--- src/rtl/max_scan_ctrl_if.sv ---
// Bundle between the max-scan sequencer and its surroundings.
// Combinational wiring only, no latency.
// Result side uses valid/ready; the controller holds res_* until res_ready.
interface max_scan_ctrl_if #(
  parameter int SCORE_WIDTH    = 10,
  parameter int ROW_BITS_WIDTH = 6,
  parameter int COL_BITS_WIDTH = 6,
  parameter int STEP_WIDTH     = 6
);
  logic                      start;
  logic                      abort;
  logic                      busy;
  logic                      max_clr;
  logic                      step_en;
  logic [STEP_WIDTH-1:0]     step_idx;
  logic                      wr_en_max;
  logic [SCORE_WIDTH-1:0]    max_score_in;
  logic [ROW_BITS_WIDTH-1:0] max_row_in;
  logic [COL_BITS_WIDTH-1:0] max_col_in;
  logic                      res_valid;
  logic                      res_ready;
  logic [SCORE_WIDTH-1:0]    res_score;
  logic [ROW_BITS_WIDTH-1:0] res_row;
  logic [COL_BITS_WIDTH-1:0] res_col;
  logic                      res_zero;

  // Controller side.
  modport master (
    input  start, abort, max_score_in, max_row_in, max_col_in, res_ready,
    output busy, max_clr, step_en, step_idx, wr_en_max,
           res_valid, res_score, res_row, res_col, res_zero
  );

  // Datapath / consumer side.
  modport slave (
    output start, abort, max_score_in, max_row_in, max_col_in, res_ready,
    input  busy, max_clr, step_en, step_idx, wr_en_max,
           res_valid, res_score, res_row, res_col, res_zero
  );
endinterface

--- src/rtl/max_scan_ctrl.sv ---
// Sequencer for the running-max score bank: clear, step, drain, settle, report.
// Start to first res_valid is NUM_STEPS+3+PIPE_LAT cycles.
// Result is held in REPORT until res_ready; abort returns to IDLE from any state.
module max_scan_ctrl #(
  parameter int NUM_STEPS      = 47,
  parameter int PIPE_LAT       = 2,
  parameter int SCORE_WIDTH    = 10,
  parameter int ROW_BITS_WIDTH = 6,
  parameter int COL_BITS_WIDTH = 6,
  parameter int STEP_WIDTH     = (NUM_STEPS > 1) ? $clog2(NUM_STEPS) : 1
) (
  input logic           clk,
  input logic           rst_n,
  max_scan_ctrl_if.master bus
);

  localparam int DRAIN_WIDTH = (PIPE_LAT > 1) ? $clog2(PIPE_LAT) : 1;
  localparam logic [STEP_WIDTH-1:0]  LAST_STEP  = STEP_WIDTH'(NUM_STEPS - 1);
  localparam logic [DRAIN_WIDTH-1:0] LAST_DRAIN = DRAIN_WIDTH'(PIPE_LAT - 1);

  typedef enum logic [2:0] {
    IDLE,
    CLEAR,
    RUN,
    DRAIN,
    SETTLE,
    REPORT
  } state_t;

  state_t                    state;
  logic [STEP_WIDTH-1:0]     step_cnt;
  logic [DRAIN_WIDTH-1:0]    drain_cnt;
  logic [PIPE_LAT-1:0]       wr_pipe;
  logic [SCORE_WIDTH-1:0]    score_q;
  logic [ROW_BITS_WIDTH-1:0] row_q;
  logic [COL_BITS_WIDTH-1:0] col_q;
  logic                      zero_q;

  // Sequencer: walks the alignment phases; abort wins over everything outside IDLE.
  always_ff @(posedge clk or negedge rst_n) begin
    if (!rst_n) begin
      state     <= IDLE;
      step_cnt  <= '0;
      drain_cnt <= '0;
    end else if (bus.abort && state != IDLE) begin
      state     <= IDLE;
      step_cnt  <= '0;
      drain_cnt <= '0;
    end else begin
      case (state)
        IDLE: begin
          if (bus.start) state <= CLEAR;
        end
        CLEAR: begin
          state    <= RUN;
          step_cnt <= '0;
        end
        RUN: begin
          if (step_cnt == LAST_STEP) begin
            state     <= DRAIN;
            drain_cnt <= '0;
          end else begin
            step_cnt <= step_cnt + STEP_WIDTH'(1);
          end
        end
        DRAIN: begin
          if (drain_cnt == LAST_DRAIN) state <= SETTLE;
          else drain_cnt <= drain_cnt + DRAIN_WIDTH'(1);
        end
        SETTLE: begin
          state <= REPORT;
        end
        REPORT: begin
          if (bus.res_ready) begin
            state    <= IDLE;
            step_cnt <= '0;
          end
        end
        default: begin
          state <= IDLE;
        end
      endcase
    end
  end

  // Delay line matching the compute pipeline: a step's scores reach the bank PIPE_LAT cycles later.
  always_ff @(posedge clk or negedge rst_n) begin
    if (!rst_n) begin
      wr_pipe <= '0;
    end else if (state == IDLE || state == CLEAR || bus.abort) begin
      wr_pipe <= '0;
    end else begin
      wr_pipe <= PIPE_LAT'({wr_pipe, (state == RUN)});
    end
  end

  // Capture the settled bank contents as SETTLE ends; an aborted run leaves the old result.
  always_ff @(posedge clk or negedge rst_n) begin
    if (!rst_n) begin
      score_q <= '0;
      row_q   <= '0;
      col_q   <= '0;
      zero_q  <= 1'b0;
    end else if (state == SETTLE && !bus.abort) begin
      score_q <= bus.max_score_in;
      row_q   <= bus.max_row_in;
      col_q   <= bus.max_col_in;
      zero_q  <= (bus.max_score_in == '0);
    end
  end

  assign bus.busy      = (state != IDLE);
  assign bus.max_clr   = (state == CLEAR);
  assign bus.step_en   = (state == RUN);
  assign bus.res_valid = (state == REPORT);
  assign bus.step_idx  = step_cnt;
  assign bus.wr_en_max = wr_pipe[PIPE_LAT-1];
  assign bus.res_score = score_q;
  assign bus.res_row   = row_q;
  assign bus.res_col   = col_q;
  assign bus.res_zero  = zero_q;

endmodule
--- src/flat_wrapper.sv ---
// flat-port wrapper written by rule: the top's interface ports become plain ports
module max_scan_ctrl_flat 
#(
  parameter int NUM_STEPS      = 47,
  parameter int PIPE_LAT       = 2,
  parameter int SCORE_WIDTH    = 10,
  parameter int ROW_BITS_WIDTH = 6,
  parameter int COL_BITS_WIDTH = 6,
  parameter int STEP_WIDTH     = (NUM_STEPS > 1) ? $clog2(NUM_STEPS) : 1
)
  (clk, rst_n, bus_start, bus_abort, bus_max_score_in, bus_max_row_in, bus_max_col_in, bus_res_ready, bus_busy, bus_max_clr, bus_step_en, bus_step_idx, bus_wr_en_max, bus_res_valid, bus_res_score, bus_res_row, bus_res_col, bus_res_zero);
  max_scan_ctrl_if #(.SCORE_WIDTH(SCORE_WIDTH), .ROW_BITS_WIDTH(ROW_BITS_WIDTH), .COL_BITS_WIDTH(COL_BITS_WIDTH), .STEP_WIDTH(STEP_WIDTH)) bus_i ();
  input logic clk;
  input logic rst_n;
  input wire logic [$bits(bus_i.start)-1:0] bus_start;
  input wire logic [$bits(bus_i.abort)-1:0] bus_abort;
  input wire logic [$bits(bus_i.max_score_in)-1:0] bus_max_score_in;
  input wire logic [$bits(bus_i.max_row_in)-1:0] bus_max_row_in;
  input wire logic [$bits(bus_i.max_col_in)-1:0] bus_max_col_in;
  input wire logic [$bits(bus_i.res_ready)-1:0] bus_res_ready;
  output wire logic [$bits(bus_i.busy)-1:0] bus_busy;
  output wire logic [$bits(bus_i.max_clr)-1:0] bus_max_clr;
  output wire logic [$bits(bus_i.step_en)-1:0] bus_step_en;
  output wire logic [$bits(bus_i.step_idx)-1:0] bus_step_idx;
  output wire logic [$bits(bus_i.wr_en_max)-1:0] bus_wr_en_max;
  output wire logic [$bits(bus_i.res_valid)-1:0] bus_res_valid;
  output wire logic [$bits(bus_i.res_score)-1:0] bus_res_score;
  output wire logic [$bits(bus_i.res_row)-1:0] bus_res_row;
  output wire logic [$bits(bus_i.res_col)-1:0] bus_res_col;
  output wire logic [$bits(bus_i.res_zero)-1:0] bus_res_zero;
  assign bus_i.start = bus_start;
  assign bus_i.abort = bus_abort;
  assign bus_i.max_score_in = bus_max_score_in;
  assign bus_i.max_row_in = bus_max_row_in;
  assign bus_i.max_col_in = bus_max_col_in;
  assign bus_i.res_ready = bus_res_ready;
  assign bus_busy = bus_i.busy;
  assign bus_max_clr = bus_i.max_clr;
  assign bus_step_en = bus_i.step_en;
  assign bus_step_idx = bus_i.step_idx;
  assign bus_wr_en_max = bus_i.wr_en_max;
  assign bus_res_valid = bus_i.res_valid;
  assign bus_res_score = bus_i.res_score;
  assign bus_res_row = bus_i.res_row;
  assign bus_res_col = bus_i.res_col;
  assign bus_res_zero = bus_i.res_zero;
  max_scan_ctrl #(.NUM_STEPS(NUM_STEPS), .PIPE_LAT(PIPE_LAT), .SCORE_WIDTH(SCORE_WIDTH), .ROW_BITS_WIDTH(ROW_BITS_WIDTH), .COL_BITS_WIDTH(COL_BITS_WIDTH), .STEP_WIDTH(STEP_WIDTH)) u_core (.clk(clk), .rst_n(rst_n), .bus(bus_i));
endmodule
--- config.mk ---
export PLATFORM = sky130hd
export DESIGN_NAME = max_scan_ctrl_flat
export DESIGN_NICKNAME = d
export VERILOG_FILES = /design/src/rtl/max_scan_ctrl_if.sv /design/src/rtl/max_scan_ctrl.sv /design/src/flat_wrapper.sv
export SDC_FILE = /design/constraint.sdc
export NUM_CORES = 1
export LEC_CHECK = 0
export CAP_MARGIN = 20
export CORE_MARGIN = 4
export CORE_UTILIZATION = 64
export DETAILED_ROUTE_END_ITERATION = 7
export DONT_BUFFER_PORTS = 1
export GPL_TIMING_DRIVEN = 0
export PLACE_DENSITY = 0.8
export SLEW_MARGIN = 20
export SYNTH_ARGS = -nofsm -noshare
export SYNTH_HDL_FRONTEND = slang
export SYNTH_SLANG_ARGS = --single-unit
export TNS_END_PERCENT = 100
--- constraint.sdc ---
create_clock -name clk -period 4.15 [get_ports clk]
set_input_delay 0.6225 -clock clk [delete_from_list [all_inputs] [get_ports clk]]
set_output_delay 0.6225 -clock clk [all_outputs]
set_load 0.01 [all_outputs]
* After elaboration in Yosys (flattened, before gate mapping) *
Cells that the tools add are included.

word-level totals
  register bits = 35
  input port bits = 27
  word-level logic and storage cells = 49
  output and inout port bits = 34

cells by class
  reductions and logical operators = 13
  mux-type cells = 15
  add/subtract/negate cells = 2
  equal/unequal tests = 11

operator list
  cell                 count
  $mux 6               3
  $pmux 3 s6           1
  $pmux 6 s3           1
  $mux 3               5
  $logic_not 10->1     1
  $ne 3x2->1 const B   3
  $add 6x1->6 const B  1
  $eq 3x2->1 const B   2
  $eq 3x3->1 const B   2
  $eq 6x6->1 const B   1
  $ne 3x1->1 const B   2
  $reduce_bool 3->1    2
  $reduce_and 4->1     1
  $reduce_bool 4->1    1
  $eq 3x1->1 const B   1
  $logic_not 3->1      1
  $mux 1               3
  $reduce_and 3->1     1
  $logic_and 1x1->1    2
  $logic_or 1x1->1     2
  $mux 2               1
  $pmux 1 s2           1
  $reduce_and 2->1     1
  $add 1x1->1 const B  1
  $logic_not 1->1      1

* Logic depth before layout (Yosys ltp) *
Gate-level depths: netlist (run 1).

  depth in word-level cells = 4
  depth in mapped cells = 6
  gate-level depth less buffers = 5

* Worst setup path after synthesis (run 1) *
OpenSTA, ideal clock, no wires.

  kind = input port to flip-flop
  start point = in bus_abort
  end point = reg u_core.col_q[0], in the netlist u_core.bus.res_col[0]
  path slack = 2.513 ns
  buffers on the path = 1
  library setup time = 0.125 ns
  data required time = 4.025 ns
  arrival time = 1.513 ns
  cell stages on the path = 3
  cell sequence = nor4b_4 buf_6 mux2_2

on the way
  cells in the longest elaborated chain, start to end = 2

ends and longest elaborated chain
  element                 RTL line              text
  start: declaration      flat_wrapper.sv:16    input wire logic [$bits(bus_i.abort)-1:0] bus_abort;
  $logic_not 1->1         max_scan_ctrl.sv:104  end else if (state == SETTLE && !bus.abort) begin
  $logic_and 1x1->1       max_scan_ctrl.sv:104
  end signal: assignment  max_scan_ctrl.sv:107  col_q <= bus.max_col_in;
  end: declaration        max_scan_ctrl.sv:36   logic [COL_BITS_WIDTH-1:0] col_q;

Every way passes these cells.
A chain may end at the register's enable or synchronous reset.

* Final worst setup path (run 1) *
  start point = reg u_core.state[0]
  end point = out bus_busy

on the way
  cells in the longest elaborated chain, start to end = 1

ends and longest elaborated chain
  element                   RTL line              text
  start: declaration        max_scan_ctrl.sv:30   state_t state;
  start signal: assignment  max_scan_ctrl.sv:42   state <= IDLE;
  start signal: assignment  max_scan_ctrl.sv:46   state <= IDLE;
  start signal: assignment  max_scan_ctrl.sv:52   if (bus.start) state <= CLEAR;
  $reduce_bool 3->1         max_scan_ctrl.sv:112  assign bus.busy = (state != IDLE);
  end: declaration          flat_wrapper.sv:21    output wire logic [$bits(bus_i.busy)-1:0] bus_busy;

Every way passes these cells.

==> metrics.cfg, run 1 <==
[drt]
vias = 1061
routedWlPerCell_um = 19.2
drt-vias-per-instance = 6.35
drc = 0
wirelength_um = 3200
drt_iter0_markers = 37
antenna_left = 0
dr.pass1.iters = 2

[worst_setup_path]
cp-start-kind = flip-flop
end_kind = output pin
crit_chain = buf_4 -> or3_1
arrival_ns = 1.39
crit_required_ns = 3.53
crit_fanout = 10
path_class = reg2out
slowest_stage = or3_1
crit_path_max_incr_delay_ns = 0.44

[clock_tree]
cts_made_buffers = 5
cts-root-buf = clkbuf_4
insertion_delay_ns = 0.33
cts.sink_count = 35
cts_htree_levels = 2
cts_buffer_depth = 2
clkTransAtPathRegs_ns = 0.10
cts_tree = done

[finish]
fin_area_sq_um = 1750
layout_common_cells = dfrtp_1 (35), mux2_2 (22), inv_1 (9)
drive_gt1_share_pct = 28.1
final_common_cell = dfrtp_1
fillers = 145
stdcell_count = 167
antenna-diode-count = 0
nets = 167
areaGrowthSynthToFinish_pct = 8.80

[floorplanning]
start_util_pct = 69.9
coreArea_sq_um = 2300
io_pins = 61
die_w_um = 58.1
die-area_sq_um = 3380
fp.dieH_um = 58.1
rows = 17

[synthesis]
synth-edff-count = 0
yosysTopAreaCell = dfrtp_1
synth_area_leaders = dfrtp_1 (55%), mux2_2 (15%), inv_1 (2.1%)
syn_inst = 130
synth_top_area_share_pct = 54.5
yosysUniqueCellTypes = 36
yosysSeqAreaShare_pct = 54.5
avgSynthCellArea_sq_um = 12.4
synth_nets = 159
synth-seq-cells = 35
postSynth.asyncResetShare_pct = 100
yosys_warnings = 0
syn_area_sq_um = 1610
synth_flop_cell = dfrtp_1

[place]
placed_cell_area_sq_um = 1640
portBuffers = 0
hpwl_um = 2390
gp_congestion = 0.771
dp_cells = 158

[flow_run]
cap_viol_max_count = 0

[timing]
rsz0062_at_grt = false
final.setup.tns_ns = 0
max_freq_ghz = 0.498
setup_viol = 0
maxSlewViolCount = 0
period_needed_ns = 2.01
worst_pin_slew_ns = 0.478
hold_viol_final = 0
skew_ns = 0.0102
max_slew_margin_pct = 68.0
post-route-period-util_pct = 48.4

[global_routing]
grt_pass1_vias = 1073
grt_use_total_pct = 20.1
antenna_found_initial = 0
overflow = 0
grt_max_degree = 36
grt_first_pass_wirelength_um = 5110

[status]
outcome = finished, final reports clean

[power_and_ir_drop]
irDropWorstVdd_v = 0.000556
power_density_nw_per_um2 = 576
p_leak_nw = 0.806

[worst_hold_path]
hold_class = in2async

## report_power, final
part           switching [mW]  total, mW  internal [mW]
Clock                   0.108      0.251          0.142
Combinational           0.102      0.206          0.105
Sequential              0.116      0.549          0.434
Total                   0.326       1.01          0.681
## cells in the mapped netlist (2+ instances only)
library cell / count
mux2i_1: 2
o211ai_1: 4
nand2_1: 3
o21ai_0: 5
buf_6: 3
ha_1: 2
mux2_2: 22
nor2b_1: 3
or3_1: 2
nor4_1: 2
dfrtp_1: 35
nand2b_1: 2
nand4_1: 3
inv_1: 9
a31oi_1: 2
nor2_1: 7
nand3_1: 5
## flip-flops by register name (all words and copies together), names as in the netlist
signal,count
u_core.bus.step_idx,6
u_core.bus.res_col,6
u_core.drain_cnt,1
u_core.bus.res_score,10
u_core.bus.res_zero,1
u_core.wr_pipe,2
u_core.bus.res_row,6
u_core.state,3
## logic make-up (layout without fill, tap and decap cells)
logic type,Yosys count,after routing,share of synthesized area [%]
AND/OR/NAND/NOR,33,33,12.9
flip-flops,35,35,54.5
multiplexers,24,24,16.7
adder cells (fa/ha/maj),2,2,1.56
AO/OA/AOI/OAI,21,21,9.19
buffers and inverters,15,24,5.22
## routing by layer
metal / global-route usage (%) / routed length (um) / up-vias / share of wire (%)
met4: 7.62 / 15 / 0 / 0.47
met1: 24.6 / 1260 / 519 / 39
met3: 6.68 / 337 / 2 / 11
li1: - / - / 489 / -
met5: 0 / 0 / - / 0
met2: 32.9 / 1590 / 51 / 50
## stage by stage
stage / utilization [%] / worst slack (ns) / power, mW / hold slack, ns
global placement: 71.5 / 2.42 / 0.735 / 0.328
floorplan: - / 2.51 / 0.700 / 0.327
finish: 76.1 / 2.14 / 1.01 / 0.109
detailed placement: 71.5 / 2.39 / 0.754 / 0.328
global route: 76.1 / 2.06 / 1.06 / 0.0988
CTS: 76.1 / 2.13 / 1.01 / 0.106
## worst paths after layout
path                                                        to  depth (start not counted)  slack (ns)                        start
min reg2reg                        u_core.wr_pipe[1]$_DFF_PN0_                          1        0.55  u_core.wr_pipe[0]$_DFF_PN0_
min in group clk                   u_core.state[2]$_DFFE_PN0P_                          1        0.35                    bus_abort
max reg2reg                u_core.bus.res_score[1]$_DFFE_PN0P_                          3        2.53  u_core.state[0]$_DFFE_PN0P_
max in group asynchronous         u_core.drain_cnt$_DFFE_PN0P_                          1        3.87                        rst_n
max                                                   bus_busy                          2        2.14  u_core.state[0]$_DFFE_PN0P_
min                        u_core.bus.res_score[0]$_DFFE_PN0P_                          1        0.11                        rst_n
## area by class of cell
type / instances / area [sq um] / area share, %
well taps: 28 / 35.0 / 2.00
repair buffers: 1 / 20.0 / 1.15
plain buffers: 5 / 46.3 / 2.65
multi-input cells: 80 / 647 / 37.0
inverters: 10 / 37.5 / 2.15
clock buffers: 6 / 51.3 / 2.93
clock inverters: 2 / 35.0 / 2.00
flip-flops and latches: 35 / 876 / 50.1
## worst max-delay path, delay by kind of cell, from the launching register on
family	cells	cell delay, ns
buf+inv	1	0.19
simple gates	1	0.44
flops	1	0.43
## what timing repair did
action,CTS,global route
hold buffers,1,0
buffers inserted,0,0
gates resized for setup,0,0
hold endpoints to repair,35,0
No activity file was read; power rests on OpenSTA's default activity.
==> inputs of run 2 (changes only) <==
Settings changed: CORE_UTILIZATION 64 to 61, PLACE_DENSITY 0.8 to 0.77.
Clock period 4.15 ns to 1.85 ns, I/O delays scaled along.
==> run 2 against run 1 <==
Compared with the run above: power rose by 120%; design area rose by 1.3%; largest power group unchanged; count of clock-buffer cells in the layout did not move; highest routed layer unchanged; critical endpoint unchanged.
==> metrics.cfg, run 2 (synthesis results as in run 1) <==
[drt]
vias = 1073
routedWlPerCell_um = 18.1
drc = 0
dr.pass1.iters = 4
drt_iter0_markers = 48
drt-vias-per-instance = 6.27
antenna_left = 0
wirelength_um = 3090

[place]
hpwl_um = 2180
gp_congestion = 0.873
portBuffers = 0
place_ws_ns = 0.231

[floorplanning]
fp.dieH_um = 59.3
die-area_sq_um = 3520
start_util_pct = 64.3
io_pins = 61
die_w_um = 59.3
rows = 18
coreArea_sq_um = 2500

[worst_setup_path]
end_kind = output pin
crit_path_max_incr_delay_ns = 0.45
crit_chain = buf_4 -> or3_1
cp_top_family = simple AND/OR/NAND/NOR gates
path_class = reg2out
crit_buf_inv = 1
arrival_ns = 1.41
crit_required_ns = 1.57
slowest_stage = or3_1
crit_fanout = 10
cp-start-kind = flip-flop

[timing]
period_needed_ns = 1.69
final.setup.tns_ns = 0
max_slew_margin_pct = 68.1
setup_viol = 0
maxSlewViolCount = 0
hold_viol_final = 0
max_freq_ghz = 0.592
post-route-period-util_pct = 91.4
skew_ns = 0.0118
worst_pin_slew_ns = 0.477
rsz0062_at_grt = false
setup_ws_ns = 0.160

[clock_tree]
clkTransAtPathRegs_ns = 0.11
post_cts_buffers = 0
cts_hold_buf = 3
cts_buffer_depth = 2
insertion_delay_ns = 0.34
cts_made_buffers = 5
cts_tree = done
cts.sink_count = 35
ctsResizeCount = 0
cts-root-buf = clkbuf_4
cts_htree_levels = 2

[power_and_ir_drop]
p_clk_share_pct = 25.2
p_leak_nw = 0.814
p_comb_share_pct = 20.4
p_seq_share_pct = 54.4
swShare_pct = 32.1
p_int_mw = 1.53
irDropWorstVdd_v = 0.000843
power_density_nw_per_um2 = 1270
netSwitchingPower_mw = 0.724

[finish]
antenna-diode-count = 0
areaGrowthSynthToFinish_pct = 10.2
multi_input_area_sq_um = 647
seq_area_sq_um = 876
nets = 169
fillers = 182
final_common_cell = dfrtp_1
final_util_pct = 70.8
largest_reg_flops = 10
layout_common_cells = dfrtp_1 (35), mux2_2 (22), inv_1 (9)
drive_gt1_share_pct = 27.7

[flow_run]
cap_viol_max_count = 0

[global_routing]
grt_pass1_vias = 1199
antenna_found_initial = 0
grt_use_total_pct = 19.9
grt_max_degree = 36
grt_first_pass_wirelength_um = 5250
overflow = 0

[status]
outcome = finished, final reports clean

[worst_hold_path]
hold_class = in2reg

==> run 2: cell type report <==
class,count,area share (%)
buffer,5,2.61
clock buffer,6,2.90
clock inverter,2,1.98
inverter,10,2.12
multi-input combinational,80,36.5
timing repair buffer,3,2.26
sequential,35,49.5
tap,30,2.12
==> run 2: power groups by stage <==
stage / combinational, mW / clock [mW] / sequential (mW)
2_1_floorplan: 0.373 / 0 / 1.20
3_3_place_gp: 0.414 / 0 / 1.23
3_5_place_dp: 0.431 / 0 / 1.25
4_1_cts: 0.462 / 0.579 / 1.23
5_1_grt: 0.519 / 0.620 / 1.26
6_report: 0.460 / 0.567 / 1.23
==> run 2: routing by layer <==
layer | share of wire (%) | global-route usage [%] | vias up
li1 | - | - | 491
met1 | 36 | 21.1 | 523
met2 | 51 | 35.1 | 53
met3 | 12 | 8.71 | 6
met4 | 1.4 | 6.47 | 0
met5 | 0 | 0 | -
==> run 2: path summary, 6_finish.rpt <==
check / startpoint / to / slack [ns] / cells past startpoint
hold reg to reg: u_core.wr_pipe[0]$_DFF_PN0_ / u_core.wr_pipe[1]$_DFF_PN0_ / 0.54 / 1
min in group asynchronous: rst_n / u_core.bus.res_score[8]$_DFFE_PN0P_ / 0.38 / 2
setup reg to reg: u_core.state[0]$_DFFE_PN0P_ / u_core.bus.res_col[2]$_DFFE_PN0P_ / 0.23 / 3
setup / recovery: u_core.state[0]$_DFFE_PN0P_ / bus_busy / 0.16 / 2
max in group asynchronous: rst_n / u_core.state[2]$_DFFE_PN0P_ / 1.29 / 2
hold / removal: bus_max_score_in[1] / u_core.bus.res_score[1]$_DFFE_PN0P_ / 0.09 / 1
==> run 2: stage by stage <==
stage / area (sq um) / power [mW] / hold slack (ns) / instances
floorplan: 1610 / 1.57 / -0.0181 / 130
global placement: 1640 / 1.65 / -0.0173 / 160
detailed placement: 1640 / 1.68 / -0.0173 / 160
CTS: 1770 / 2.27 / 0.0733 / 171
global route: 1770 / 2.39 / 0.0609 / 171
finish: 1770 / 2.25 / 0.0890 / 171
==> RTL edit: new RTL, settings of run 2 <==
`NUM_STEPS` is set to 47 in 2 places; all go to 94.
--- a/src/rtl/max_scan_ctrl.sv
+++ b/src/rtl/max_scan_ctrl.sv
@@ -3,5 +3,5 @@
 // Result is held in REPORT until res_ready; abort returns to IDLE from any state.
 module max_scan_ctrl #(
-  parameter int NUM_STEPS      = 47,
+  parameter int NUM_STEPS      = 94,
   parameter int PIPE_LAT       = 2,
   parameter int SCORE_WIDTH    = 10,
--- a/src/flat_wrapper.sv
+++ b/src/flat_wrapper.sv
@@ -2,5 +2,5 @@
 module max_scan_ctrl_flat 
 #(
-  parameter int NUM_STEPS      = 47,
+  parameter int NUM_STEPS      = 94,
   parameter int PIPE_LAT       = 2,
   parameter int SCORE_WIDTH    = 10,
Ports: changed (resized bus_step_idx); port bits go from 61 to 62. No check against the original RTL was run, so the function may have changed too.
==> RTL edit against run 2 <==
  * Setup slack got worse by 0.082 ns
  * Count of clock-buffer cells in the layout decreased by 1
  * Largest power group unchanged
  * Design area up 4.6%
  * Die area grew 2.6%
  * Hold slack worse by 0.029 ns
  * Register-to-register slack worse by 0.15 ns
  * Sequential cell count is 1 higher
  * Clock skew decreased by 0.0029 ns
  * Power rose by 6.2%
  * Synthesized area grew 3.0%
  * Combinational power grew 12%
  * Clock power fell by 3%
  * Routed wire length fell by 1.5%
  * Critical path type is now flop to flop
==> RTL edit: results (changes against run 2) <==
num_vias: 1091  # +1.7%
status: "complete, no violations"
core_um2: 2520  # +0.90%
reg2reg_depth: 4  # +1
drt_wl_total_um: 3040  # -1.5%
multi_input_area_um2: 687  # +6.2%
multi_input_cells: 87  # +8.8%
drt_first_iter_violations: 22  # -54%
p_leak_nw: 0.826  # +1.4%
fillers: 187  # +2.7%
seq_area_frac: 0.488  # -0.00686
avgSynthCellArea_um2: 12.3  # -0.85%
inverters: 5  # -5
seq_area_frac_synth: 0.545  # about the same
n_all_buffers: 12  # +4
synth_common_cells: "dfrtp_1, mux2_2, nor2_1, nand2_1, o21ai_0"
buffer_area_frac: 0.0662  # +0.0175
final_core_util: 0.734  # +0.0259
critPathMaxStageDelay_ns: 0.47  # +0.02 ns
critPathMaxFanout: 7  # -3
pre_cts_ws_ns: 0.0531  # -0.178 ns
hpwlAfterDp_um: 2220  # +1.8%
synth_cell_types: 39  # +8.3%
wl_met2_um: 1480  # -5.2%
tightestPinTransition_ns: 0.530  # +0.0535 ns
clock_skew_ns: 0.00898  # -0.00286 ns
grt_max_degree: 37  # +2.8%
synthesis.nets: 164  # +3.1%
clk_share: 0.0432  # -0.00552
grt_use_total: 0.188  # -0.0112
wl_met1_um: 1070  # -4.2%
grt_pass1_wl_um: 4930  # -6.0%
viasPerCell: 6.13  # -2.3%
cp.arrival_ns: 2.01  # +0.60 ns
route.met3.wl_um: 415  # +14%
drive_above_1_share: 0.324  # +0.0477
dp.cells: 165  # +3.1%
placed_area_um2: 1690  # +2.9%
-- RTL edit: cell count changes after synthesis, moves of 3 or more --
cell     change
mux2_2       -4
mux2_1       +4
nand2_1      +3
inv_1        -5
nor2_1       +5
-- RTL edit: where the power goes --
part	total, W	switching [W]	internal, W
Combinational	0.000513	0.000240	0.000272
Sequential	0.00133	0.000286	0.00104
Clock	0.000552	0.000270	0.000282
-- RTL edit: worst paths after layout --
check	from	slack [ns]	endpoint
max	u_core.bus.step_idx[5]$_DFFE_PN0P_	0.08	u_core.bus.step_idx[1]$_DFFE_PN0P_
min	bus_max_row_in[1]	0.06	u_core.bus.res_row[1]$_DFFE_PN0P_
max reg2reg	u_core.bus.step_idx[5]$_DFFE_PN0P_	0.08	u_core.bus.step_idx[1]$_DFFE_PN0P_
min reg2reg	u_core.wr_pipe[0]$_DFF_PN0_	0.51	u_core.wr_pipe[1]$_DFF_PN0_
max in group asynchronous	rst_n	1.30	u_core.bus.step_idx[3]$_DFFE_PN0P_
min in group asynchronous	rst_n	0.36	u_core.wr_pipe[1]$_DFF_PN0_
-- RTL edit: per-layer routing --
layer,vias up,global-route usage
met2,60,0.312
met3,9,0.0670
met1,519,0.208
met5,-,0
li1,503,-
met4,0,0.104
-- RTL edit: critical path, delay by kind of cell (launching register included) --
family / cells / cell delay [ns]
simple gates: 2 / 0.48
mux: 1 / 0.30
flops: 1 / 0.47
compound gates: 1 / 0.42
-- RTL edit: logic make-up (layout without fill, tap and decap cells) --
group | after synthesis | in the layout | share of synthesized area
AND/OR/NAND/NOR | 40 | 40 | 0.141
flip-flops | 36 | 36 | 0.545
multiplexers | 24 | 24 | 0.165
AO/OA/AOI/OAI | 21 | 21 | 0.0900
buffers and inverters | 12 | 25 | 0.0446
adder cells (fa/ha/maj) | 2 | 2 | 0.0151
